## config.mk

```make
export PLATFORM = sky130hd
export DESIGN_NAME = iob_cache_req_queue
export DESIGN_NICKNAME = d
export VERILOG_FILES = /design/src/rtl/iob_cache_req_queue.sv
export SDC_FILE = /design/constraint.sdc
export NUM_CORES = 1
export LEC_CHECK = 0
export ABC_AREA = 1
export CAP_MARGIN = 10
export CELL_PAD_IN_SITES_DETAIL_PLACEMENT = 0
export CELL_PAD_IN_SITES_GLOBAL_PLACEMENT = 1
export CORE_MARGIN = 2
export CORE_UTILIZATION = 46
export CTS_BUF_LIST = sky130_fd_sc_hd__clkbuf_4 sky130_fd_sc_hd__clkbuf_8
export CTS_CLUSTER_DIAMETER = 80
export DETAILED_ROUTE_END_ITERATION = 8
export PLACE_DENSITY = 0.93
export SLEW_MARGIN = 20
export SYNTH_ARGS = -nofsm -noshare
export SYNTH_HDL_FRONTEND = slang
export SYNTH_SLANG_ARGS = --single-unit
```

## constraint.sdc

```tcl
create_clock -name clk_i -period 16.9 [get_ports clk_i]
set_clock_uncertainty 0.05 [all_clocks]
set_input_delay 1.69 -clock clk_i [delete_from_list [all_inputs] [get_ports clk_i]]
set_output_delay 1.69 -clock clk_i [all_outputs]
set_load 0.01 [all_outputs]
```

## src/rtl/iob_cache_req_queue.sv

```systemverilog
// iob_cache_req_queue
//   Request queue in front of the cache IOb-bus front-end. Client requests
//   are buffered in a request FIFO and presented in order on the IOb bus.
//   Read data returns in order through a response FIFO. A read is issued only
//   if a response slot is guaranteed for it. The cache cannot stall rvalid,
//   so no returned read can ever be dropped.
//
// Ports
//   clk_i, arst_i, cke_i        clock, async active-high reset, clock enable
//   req_valid_i / req_ready_o   client request handshake
//   req_addr_i, req_wdata_i,
//   req_wstrb_i, req_acache_i   request payload (wstrb == 0 means read)
//   iob_avalid_o / iob_ready_i  request handshake toward the cache
//   iob_addr_o .. iob_acache_o  request FIFO head entry
//   iob_rvalid_i, iob_rdata_i   cache read data, one cycle per read
//   rsp_valid_o / rsp_ready_i   client response handshake
//   rsp_rdata_o                 response FIFO head data
//   idle_o                      both FIFOs empty and no reads outstanding
//   err_o                       sticky: stray rvalid seen
module iob_cache_req_queue #(
    parameter int ADDR_W = 32,
    parameter int DATA_W = 32,
    parameter int FIFO_W = 2
) (
    input  logic                clk_i,
    input  logic                arst_i,
    input  logic                cke_i,
    input  logic                req_valid_i,
    output logic                req_ready_o,
    input  logic [ADDR_W-1:0]   req_addr_i,
    input  logic [DATA_W-1:0]   req_wdata_i,
    input  logic [DATA_W/8-1:0] req_wstrb_i,
    input  logic [3:0]          req_acache_i,
    output logic                iob_avalid_o,
    output logic [ADDR_W-1:0]   iob_addr_o,
    output logic [DATA_W-1:0]   iob_wdata_o,
    output logic [DATA_W/8-1:0] iob_wstrb_o,
    output logic [3:0]          iob_acache_o,
    input  logic                iob_ready_i,
    input  logic                iob_rvalid_i,
    input  logic [DATA_W-1:0]   iob_rdata_i,
    output logic                rsp_valid_o,
    output logic [DATA_W-1:0]   rsp_rdata_o,
    input  logic                rsp_ready_i,
    output logic                idle_o,
    output logic                err_o
);

    localparam int D      = 1 << FIFO_W;
    localparam int STRB_W = DATA_W / 8;
    localparam logic [FIFO_W:0] DEPTH = {1'b1, {FIFO_W{1'b0}}};

    // Request FIFO storage and control
    logic [ADDR_W-1:0] req_addr_mem   [D];
    logic [DATA_W-1:0] req_wdata_mem  [D];
    logic [STRB_W-1:0] req_wstrb_mem  [D];
    logic [3:0]        req_acache_mem [D];
    logic [FIFO_W-1:0] req_wr_ptr, req_rd_ptr;
    logic [FIFO_W:0]   req_level;

    // Response FIFO storage and control
    logic [DATA_W-1:0] rsp_mem [D];
    logic [FIFO_W-1:0] rsp_wr_ptr, rsp_rd_ptr;
    logic [FIFO_W:0]   rsp_level;

    logic [FIFO_W:0]   rd_out;
    logic              err_q;

    logic              req_empty, rsp_empty, rsp_full;
    logic              head_is_write, credit_ok;
    logic [FIFO_W+1:0] credit_sum;
    logic              req_push, req_pop, rsp_push, rsp_pop, stray;
    logic              rd_inc;

    assign req_empty = (req_level == '0);
    assign rsp_empty = (rsp_level == '0);
    assign rsp_full  = (rsp_level == DEPTH);

    assign head_is_write = |req_wstrb_mem[req_rd_ptr];

    // Every issued-but-unreturned read owns a response slot, so the sum of
    // outstanding reads and stored responses never exceeds the FIFO depth.
    assign credit_sum = {1'b0, rd_out} + {1'b0, rsp_level};
    assign credit_ok  = (credit_sum < {1'b0, DEPTH});

    assign req_ready_o  = (req_level != DEPTH);
    assign iob_avalid_o = !req_empty && (head_is_write || credit_ok);
    assign iob_addr_o   = req_addr_mem[req_rd_ptr];
    assign iob_wdata_o  = req_wdata_mem[req_rd_ptr];
    assign iob_wstrb_o  = req_wstrb_mem[req_rd_ptr];
    assign iob_acache_o = req_acache_mem[req_rd_ptr];

    assign rsp_valid_o = !rsp_empty;
    assign rsp_rdata_o = rsp_mem[rsp_rd_ptr];

    assign idle_o = req_empty && rsp_empty && (rd_out == '0);
    assign err_o  = err_q;

    assign req_push = cke_i && req_valid_i && req_ready_o;
    assign req_pop  = cke_i && iob_avalid_o && iob_ready_i;
    assign rsp_pop  = cke_i && rsp_valid_o && rsp_ready_i;
    // A pop in the same cycle frees a slot, so a full response FIFO still
    // accepts read data when the client drains it at the same edge.
    assign stray    = cke_i && iob_rvalid_i &&
                      ((rd_out == '0) || (rsp_full && !rsp_pop));
    assign rsp_push = cke_i && iob_rvalid_i && !stray;
    assign rd_inc   = req_pop && !head_is_write;

    always_ff @(posedge clk_i or posedge arst_i) begin
        if (arst_i) begin
            for (int i = 0; i < D; i++) begin
                req_addr_mem[i]   <= '0;
                req_wdata_mem[i]  <= '0;
                req_wstrb_mem[i]  <= '0;
                req_acache_mem[i] <= '0;
                rsp_mem[i]        <= '0;
            end
        end else begin
            if (req_push) begin
                req_addr_mem[req_wr_ptr]   <= req_addr_i;
                req_wdata_mem[req_wr_ptr]  <= req_wdata_i;
                req_wstrb_mem[req_wr_ptr]  <= req_wstrb_i;
                req_acache_mem[req_wr_ptr] <= req_acache_i;
            end
            if (rsp_push) begin
                rsp_mem[rsp_wr_ptr] <= iob_rdata_i;
            end
        end
    end

    always_ff @(posedge clk_i or posedge arst_i) begin
        if (arst_i) begin
            req_wr_ptr <= '0;
            req_rd_ptr <= '0;
            req_level  <= '0;
            rsp_wr_ptr <= '0;
            rsp_rd_ptr <= '0;
            rsp_level  <= '0;
            rd_out     <= '0;
            err_q      <= 1'b0;
        end else begin
            if (req_push) req_wr_ptr <= req_wr_ptr + 1'b1;
            if (req_pop)  req_rd_ptr <= req_rd_ptr + 1'b1;
            case ({req_push, req_pop})
                2'b10:   req_level <= req_level + 1'b1;
                2'b01:   req_level <= req_level - 1'b1;
                default: req_level <= req_level;
            endcase

            if (rsp_push) rsp_wr_ptr <= rsp_wr_ptr + 1'b1;
            if (rsp_pop)  rsp_rd_ptr <= rsp_rd_ptr + 1'b1;
            case ({rsp_push, rsp_pop})
                2'b10:   rsp_level <= rsp_level + 1'b1;
                2'b01:   rsp_level <= rsp_level - 1'b1;
                default: rsp_level <= rsp_level;
            endcase

            // A stray rvalid never reaches rsp_push, so it leaves rd_out alone.
            case ({rd_inc, rsp_push})
                2'b10:   rd_out <= rd_out + 1'b1;
                2'b01:   rd_out <= rd_out - 1'b1;
                default: rd_out <= rd_out;
            endcase

            if (stray) err_q <= 1'b1;
        end
    end

endmodule
```

==> impl_metrics.tcl, run 1 <==
set metrics [dict create \
    rsz0062_at_grt "no" \
    final_area_um2 23900 \
    post-route-min-period_ps 5780 \
    ant_nets 0 \
    synth-simple-area-share_pct 10.6 \
    drt-initial-drc-count 1150 \
    die_w_um 213 \
    syn_area_per_cell_um2 10.5 \
    utilization_pct 55.5 \
    r2r-start "req_rd_ptr[0]$_DFFE_PP0P_" \
    grt_busiest_layer "met2" \
    drc 0 \
    cts_resized 0 \
    yosysWarnings 0 \
    die_area_um2 45200 \
    grt_max_degree 132 \
    die_y_um 213 \
    cts_root_buf "clkbuf_8" \
    setup_viol 0 \
    grt_usage_pct 22.7 \
    crit_chain "inv_4 -> buf_4 -> nand2_1 -> nand3_1 -> nand2_1 -> nand2_1 -> nor2_1 -> a21oi_1 -> clkdlybuf4s50_1" \
    status "finished clean" \
    synth_compound_area_share_pct 12.1 \
    final_hold_viol_count 0 \
    vias_per_cell 5.45 \
    path_delay_family "buffers and inverters" \
    final_nets 2219 \
    worstPathArrival_ps 4040 \
    path_max_fanout 108 \
    seq_area_frac_synth_pct 54.2 \
    cts_made_buffers 75 \
    gr-total-overflow 0 \
    use_met2_pct 36.7 \
    reg2reg_slack_ps 12800 \
    worst_path_max_delay_cell "buf_4" \
    synth_top_family_by_area "multiplexers" \
    whs_ps 416 \
    ys_seq_elements 434 \
    whs_path_depth 1 \
    port_buffers 219 \
    max_stage_delay_ps 890 \
    num_rows 76 \
    initial_utilization_pct 46.5 \
    final_cells 2737 \
    synth-xor-area-share_pct 0.437 \
    ir_drop_mv 0.128 \
    drv_slew 0 \
    cts.sinks 434 \
    worstSetupEndpointType "output pin" \
    place_congestion 0.758 \
    synthMuxAreaShare_pct 16.3 \
    grt_pass1_vias 15400 \
    rr_endpoint "req_level[2]$_DFFE_PP0P_" \
    path_common_cell "nand2_1" \
    vias 14900 \
    slew_headroom_pct 22.8 \
    area_growth_pct 19.4 \
    syn_nets 2038 \
    routed_wl_mm 51.0 \
    synth_fa_ha_area_share_pct 1.11 \
    pwr_density_cell_nw_per_um2 210 \
    ff2ff_path_depth 16 \
    placed_area_um2 22300 \
    cts_hold_buf 0 \
    wl_per_cell_um 18.6 \
    synth_area_um2 20000 \
    cap_violations 0 \
    whs_endpoint "err_o$_DFFE_PP0P_" \
    worst_pin_slew_ps 1160 \
    hp-class "register to register" \
    use_met1_pct 28.8 \
    use_met3_pct 6.81 \
    required_ps 15160 \
    dp_hpwl_mm 28.9 \
    core_area_um2 43100 \
    worstSkewPairLatency_ps 630 \
    fin_setup_tns_ps 0 \
    cts_buffer_depth 3 \
    syn_inst 1911 \
    timing.fmax_ghz 0.173 \
    dp.cells 2600 \
    first_pass_iters 5 \
    start_kind "register" \
    pin_count 220 \
    ys_types 33 \
    cts_tree "done" \
    path_depth 9 \
    clk_pin_slew_worst_paths_ps 60 \
    cp_num_buf_inv 3 \
    min_from "err_o$_DFFE_PP0P_" \
    path_class "register to output pin" \
    p_leak_nw 10.5 \
    nFillCells 3641 \
    htree_levels 3 \
    antenna_found_initial 9 \
    drive_gt1_share_pct 19.7 \
    cts_setup_buffers 0 \
    period_share_pct 34.2 \
    grt_pass1_wl_mm 81.2 \
]
[metrics by stage]
stage	power, mW	setup slack (ps)
after detailed placement	4.01	11700
final	5.02	11120
after floorplan	3.11	3070
after global routing	5.36	10770
after CTS	5.05	11080
after global placement	3.94	11740
[metal layers]
metal | up-vias | routed length (µm) | part of all wire, %
li1 | 6884 | - | -
met4 | 6 | 1130 | 2.2
met2 | 490 | 24100 | 47
met3 | 97 | 4320 | 8.5
met1 | 7437 | 21500 | 42
met5 | - | 36 | 0.071
[cell usage in the layout, fill, tap and decap left out, drive strengths merged]
cell / count
nand4: 3
o21ai: 357
a21oi: 17
xnor2: 4
clkbuf: 117
or2: 1
clkdlybuf4s50: 219
clkinv: 9
nand3: 15
nand2: 302
buf: 21
nor3: 3
diode: 5
o22ai: 89
nor2: 203
ha: 13
inv: 52
fa: 3
xor2: 6
mux2: 277
dfrtp: 434
bufinv: 2
[sequential cells by signal (all words and copies together) (netlist names), 3 cells and up]
register / cells
rd_out: 3
req_acache_mem: 16
req_wdata_mem: 128
rsp_mem: 128
rsp_level: 3
req_wstrb_mem: 16
req_addr_mem: 128
req_level: 3
[cell families (layout without fill, tap and decap cells)]
kind of cell    after synthesis  in the layout
simple gates                527            527
other cells                   0              5
buf+inv                     184            420
mux                         277            277
fa+ha+maj                    16             16
flops                       434            434
compound gates              463            463
xor+xnor                     10             10
[synthesized netlist by cell type, drive strengths merged]
cell type / n / area share, %
nor3: 3 / 0.075
o22ai: 89 / 2.8
nand2: 302 / 5.7
clkbuf: 72 / 1.3
fa: 3 / 0.30
inv: 48 / 0.90
nand4: 3 / 0.094
or2: 1 / 0.031
nand3: 15 / 0.55
ha: 13 / 0.81
nor2: 203 / 4.1
xor2: 6 / 0.26
xnor2: 4 / 0.17
a21oi: 17 / 0.42
o21ai: 357 / 8.9
buf: 64 / 3.0
dfrtp: 434 / 54
mux2: 277 / 16
[layout make-up]
class | count | area, µm² | share of cell area [%]
clock inverter | 15 | 159 | 0.664
timing repair buffer | 240 | 2360 | 9.86
sequential | 434 | 10900 | 45.4
multi-input combinational | 1293 | 8150 | 34.1
antenna | 5 | 12.5 | 0.0523
tap | 585 | 732 | 3.06
clock buffer | 117 | 1450 | 6.08
inverter | 48 | 190 | 0.795
[power by group]
part	total [mW]	switching [mW]	internal (mW)	leakage, nW
sequential	1.82	0.271	1.55	5.29
combinational	2.19	1.14	1.05	4.37
clock	1.02	0.434	0.581	0.864
total	5.02	1.84	3.18	10.5
[worst register-to-register path, stage by stage (launching register included)]
cell	delay (ps)
dfrtp_4	690
inv_4	490
buf_4	900
nand2_1	140
nand3_1	120
nand2_1	80
nand2_1	60
nor2_1	60
nand2_1	60
nand4_1	120
inv_1	140
ha_1	150
inv_1	70
fa_1	400
a21oi_1	180
o21ai_0	130
xnor2_1	140
[how the worst max path moves through the flow]
stage	startpoint	to
detailed placement	cke_i	rd_out[2]$_DFFE_PP0P_
global route	req_rd_ptr[0]$_DFFE_PP0P_	iob_avalid_o
global placement	cke_i	rsp_level[2]$_DFFE_PP0P_
floorplan	arst_i	err_o$_DFFE_PP0P_
finish	req_rd_ptr[0]$_DFFE_PP0P_	iob_avalid_o
CTS	req_rd_ptr[0]$_DFFE_PP0P_	iob_avalid_o
Power figures use the tool's default switching activity.
==> inputs of run 2 (changes only) <==
Settings changed: CORE_UTILIZATION 46 to 42, PLACE_DENSITY 0.93 to 0.9.
Clock period 16.9 ns to 5.3 ns, I/O delays scaled along.
==> impl_metrics.tcl, run 2 (same netlist as run 1, synthesis figures left out) <==
set metrics [dict create \
    status "finished clean" \
    period_share_pct 71.1 \
    hp-class "primary input to asynchronous set/reset pin" \
    dp.cells 2638 \
    die_y_um 222 \
    vias_per_cell 5.37 \
    pin_count 220 \
    dp_hpwl_mm 29.1 \
    ff2ff_path_depth 16 \
    rsz0062_at_grt "no" \
    cts_resized 0 \
    post-route-min-period_ps 3770 \
    path_depth 5 \
    cp_num_buf_inv 3 \
    use_met3_pct 7.10 \
    fin_setup_tns_ps 0 \
    worstPathArrival_ps 3190 \
    num_rows 80 \
    fin_ws_ps 1530 \
    p_leak_nw 10.5 \
    grt_pass1_wl_mm 83.4 \
    ant_nets 0 \
    path_class "register to output pin" \
    r2r-start "req_rd_ptr[1]$_DFFE_PP0P_" \
    grt_max_degree 164 \
    final_nets 2228 \
    clk_pin_slew_worst_paths_ps 60 \
    vias 14800 \
    cts_buffer_depth 3 \
    cts_made_buffers 76 \
    cts_root_buf "clkbuf_8" \
    ir_drop_mv 0.461 \
    layout_common_cells "432 x dfrtp_1, 343 x o21ai_0, 301 x nand2_1" \
    die_w_um 222 \
    initial_utilization_pct 42.2 \
    utilization_pct 50.4 \
    cap_violations 0 \
    setup_viol 0 \
    drv_slew 0 \
    timing.fmax_ghz 0.265 \
    place_congestion 0.767 \
    worstSkewPairLatency_ps 640 \
    die_area_um2 49500 \
    cts_setup_buffers 0 \
    worst_pin_slew_ps 948 \
    grt_usage_pct 21.0 \
    antenna_found_initial 7 \
    path_delay_family "buffers and inverters" \
    use_met1_pct 27.1 \
    htree_levels 3 \
    final_area_um2 23900 \
    grt_pass1_vias 15300 \
    final_hold_viol_count 0 \
    start_kind "register" \
    layout_commonest_cell "dfrtp_1" \
    max_stage_delay_ps 600 \
    wl_per_cell_um 18.7 \
    dpl_worst_slack_ps 1970 \
    whs_ps 173 \
    p_total_mw 15.9 \
    path_max_fanout 84 \
    area_growth_pct 19.4 \
    slew_headroom_pct 36.8 \
    worstSetupEndpointType "output pin" \
    drt-initial-drc-count 1115 \
    use_met2_pct 33.6 \
    required_ps 4720 \
    reg.largest.list "req_addr_mem: 128 flops, req_wdata_mem: 128 flops, rsp_mem: 128 flops" \
    cts.sinks 434 \
    cts_hold_buf 0 \
    drc 0 \
    routed_wl_mm 51.6 \
    first_pass_iters 5 \
    reg2reg_slack_ps 2130 \
    drive_gt1_share_pct 19.6 \
    placed_area_um2 22400 \
    port_buffers 219 \
    cts_tree "done" \
    final_cells 2760 \
    gr-total-overflow 0 \
    core_area_um2 47400 \
    crit_chain "inv_4 -> buf_4 -> o21ai_0 -> o22ai_1 -> clkdlybuf4s50_1" \
    rr_endpoint "rd_out[2]$_DFFE_PP0P_" \
    worst_path_max_delay_cell "inv_4" \
    grt_busiest_layer "met2" \
    pwr_density_cell_nw_per_um2 665 \
]
run 2: changes by cell type in the layout (fill, tap and decap cells not counted), sizes merged:
| cell | change |
|---|---|
| clkbuf | -8 |
| bufinv | +1 |
| clkinvlp | +1 |
| buf | +8 |
| clkinv | -4 |
| inv | -1 |
| diode | -4 |
run 2: metal layers:
layer | share of wire (%) | vias to the layer above
met3 | 7.7 | 102
met4 | 2.3 | 12
met1 | 43 | 7422
li1 | - | 6881
met2 | 46 | 399
met5 | 0.16 | -
run 2: final cells by class:
| class | instances | area [µm²] |
|---|---|---|
| fillers | 4276 | 23500 |
| flip-flops and latches | 434 | 10900 |
| multi-input cells | 1293 | 8130 |
| repair buffers | 248 | 2470 |
| clock buffers | 109 | 1330 |
| well taps | 615 | 769 |
| inverters | 48 | 186 |
| clock inverters | 12 | 169 |
| diodes | 1 | 2.50 |
run 2: worst max path at each step:
stage | from | end | slack, ps
finish | req_rd_ptr[0]$_DFFE_PP0P_ | iob_wdata_o[2] | 1530
global route | req_rd_ptr[0]$_DFFE_PP0P_ | iob_wdata_o[2] | 1280
detailed placement | cke_i | rd_out[2]$_DFFE_PP0P_ | 1970
global placement | cke_i | rd_out[2]$_DFFE_PP0P_ | 1970
CTS | req_rd_ptr[0]$_DFFE_PP0P_ | iob_wdata_o[10] | 1450
floorplan | arst_i | err_o$_DFFE_PP0P_ | -1140
run 2: worst register-to-register path: stages (launching register included):
cell	delay, ps
dfrtp_2	400
inv_2	280
buf_4	430
nand3_1	130
nand2_1	110
nand2_1	50
nor2_1	210
nand2_1	80
nand4_1	110
inv_1	80
nand2_1	80
ha_1	140
inv_1	60
fa_1	390
a21oi_1	160
o21ai_0	130
xor2_1	160
run 2: power breakdown:
part / internal [mW] / switching (mW)
clock network: 1.76 / 1.37
registers: 4.94 / 0.796
logic: 3.36 / 3.69
total: 10.1 / 5.85
==> inputs of run 3 (changes only) <==
Settings changed: CORE_UTILIZATION 42 to 46, PLACE_DENSITY 0.9 to 0.93.
Clock period 5.3 ns to 3.9 ns, I/O delays scaled along.
==> impl_metrics.tcl, run 3 (same netlist as run 1, synthesis figures left out) <==
set metrics [dict create \
    status "finished clean" \
    wl_per_cell_um 18.7 \
    grt_usage_pct 23.0 \
    slew_headroom_pct 42.9 \
    start_kind "register" \
    cap_violations 0 \
    vias 15000 \
    post-route-min-period_ps 3620 \
    place_congestion 0.818 \
    period_share_pct 92.7 \
    utilization_pct 56.3 \
    final_hold_viol_count 0 \
    layout_common_cells "432 x dfrtp_1, 343 x o21ai_0, 301 x nand2_1" \
    ant_nets 0 \
    path_class "register to output pin" \
    antenna_found_initial 8 \
    port_buffers 219 \
    first_pass_iters 5 \
    p_leak_nw 10.7 \
    dp.cells 2616 \
    nFillCells 3684 \
    cts_hold_buf 0 \
    dp_hpwl_mm 30.8 \
    cts_root_buf "clkbuf_8" \
    core_area_um2 43100 \
    die_area_um2 45200 \
    fin_ws_ps 283 \
    die_w_um 213 \
    hp-class "primary input to asynchronous set/reset pin" \
    worst_pin_slew_ps 857 \
    clk_pin_slew_worst_paths_ps 70 \
    cts_resized 0 \
    final_nets 2235 \
    cts_tree "done" \
    drc 0 \
    grt_pass1_vias 15300 \
    pin_count 220 \
    drive_gt1_share_pct 20.6 \
    routed_wl_mm 51.7 \
    grt_max_degree 140 \
    rsz0062_at_grt "no" \
    layout_commonest_cell "dfrtp_1" \
    htree_levels 3 \
    cts_setup_buffers 0 \
    grt_pass1_wl_mm 81.8 \
    timing.fmax_ghz 0.276 \
    gr-total-overflow 0 \
    dpl_worst_slack_ps 787 \
    cts_made_buffers 75 \
    die_y_um 213 \
    p_total_mw 22.0 \
    drv_slew 0 \
    initial_utilization_pct 46.5 \
    worstPathArrival_ps 3180 \
    required_ps 3460 \
    setup_viol 0 \
    cts_buffer_depth 3 \
    pwr_density_cell_nw_per_um2 909 \
    final_cells 2761 \
    cts.sinks 434 \
    vias_per_cell 5.44 \
    worstSkewPairLatency_ps 660 \
    num_rows 76 \
    drt-initial-drc-count 1179 \
    area_growth_pct 20.9 \
    ir_drop_mv 0.549 \
    path_max_fanout 27 \
    worstSetupEndpointType "output pin" \
    reg.largest.list "req_addr_mem: 128 flops, req_wdata_mem: 128 flops, rsp_mem: 128 flops" \
]
-- run 3: cell types whose count changed in the layout (fill, tap and decap cells not counted), sizes merged --
cell    change
bufinv      -1
diode       +6
buf         +8
clkbuf     +13
clkinv      +5
-- run 3: final cells by class --
type / count / area, µm² / area share [%]
well taps: 585 / 732 / 3.02
clock buffers: 122 / 1500 / 6.18
inverters: 48 / 186 / 0.769
flip-flops and latches: 434 / 10900 / 44.8
clock inverters: 16 / 186 / 0.769
multi-input cells: 1293 / 8130 / 33.5
diodes: 7 / 17.5 / 0.0723
repair buffers: 256 / 2620 / 10.8
-- run 3: per-layer routing --
layer,vias up,share of wire [%],GRT usage (%)
met5,-,0.044,0
met4,4,2.5,9.12
met2,481,47,36.7
met3,89,8.5,6.68
met1,7538,42,29.6
li1,6916,-,-
-- run 3: power breakdown --
part / total [mW] / switching (mW) / leakage, nW / internal [mW]
combinational: 9.57 / 4.96 / 4.49 / 4.62
sequential: 7.91 / 1.19 / 5.29 / 6.72
clock: 4.54 / 1.94 / 0.901 / 2.60
total: 22.0 / 8.09 / 10.7 / 13.9
-- run 3: worst max-delay path, stage by stage, from the launching register on --
cell and delay [ps]:
dfrtp_2 730, inv_2 390, nand3_1 210, nand2_1 90, nand2_1 70, nor2_1 70
a21oi_1 270, clkdlybuf4s50_1 700
-- run 3: final timing paths --
path                                                start  depth (start not counted)  slack, ps                       endpoint
worst max-delay path            req_rd_ptr[1]$_DFFE_PP0P_                          7        280                   iob_avalid_o
worst min-delay path                               arst_i                          3        190  req_wdata_mem[67]$_DFFE_PP0P_
worst max register to register  req_rd_ptr[1]$_DFFE_PP0P_                         15        750          rd_out[2]$_DFFE_PP0P_
worst min register to register          err_o$_DFFE_PP0P_                          1        420              err_o$_DFFE_PP0P_
max in group asynchronous                          arst_i                          3       2790          rd_out[2]$_DFFE_PP0P_
min in group clk_i                        iob_rdata_i[11]                          3        330       rsp_mem[107]$_DFFE_PP0P_
-- run 3: through the flow --
step                      instance area, µm²  hold slack (ps)  TNS [ps]
after floorplan                        20000              391  -1042180
after global placement                 22500              408         0
after detailed placement               22500              411         0
after CTS                              24200              159         0
after global routing                   24200              207         0
final                                  24200              189         0
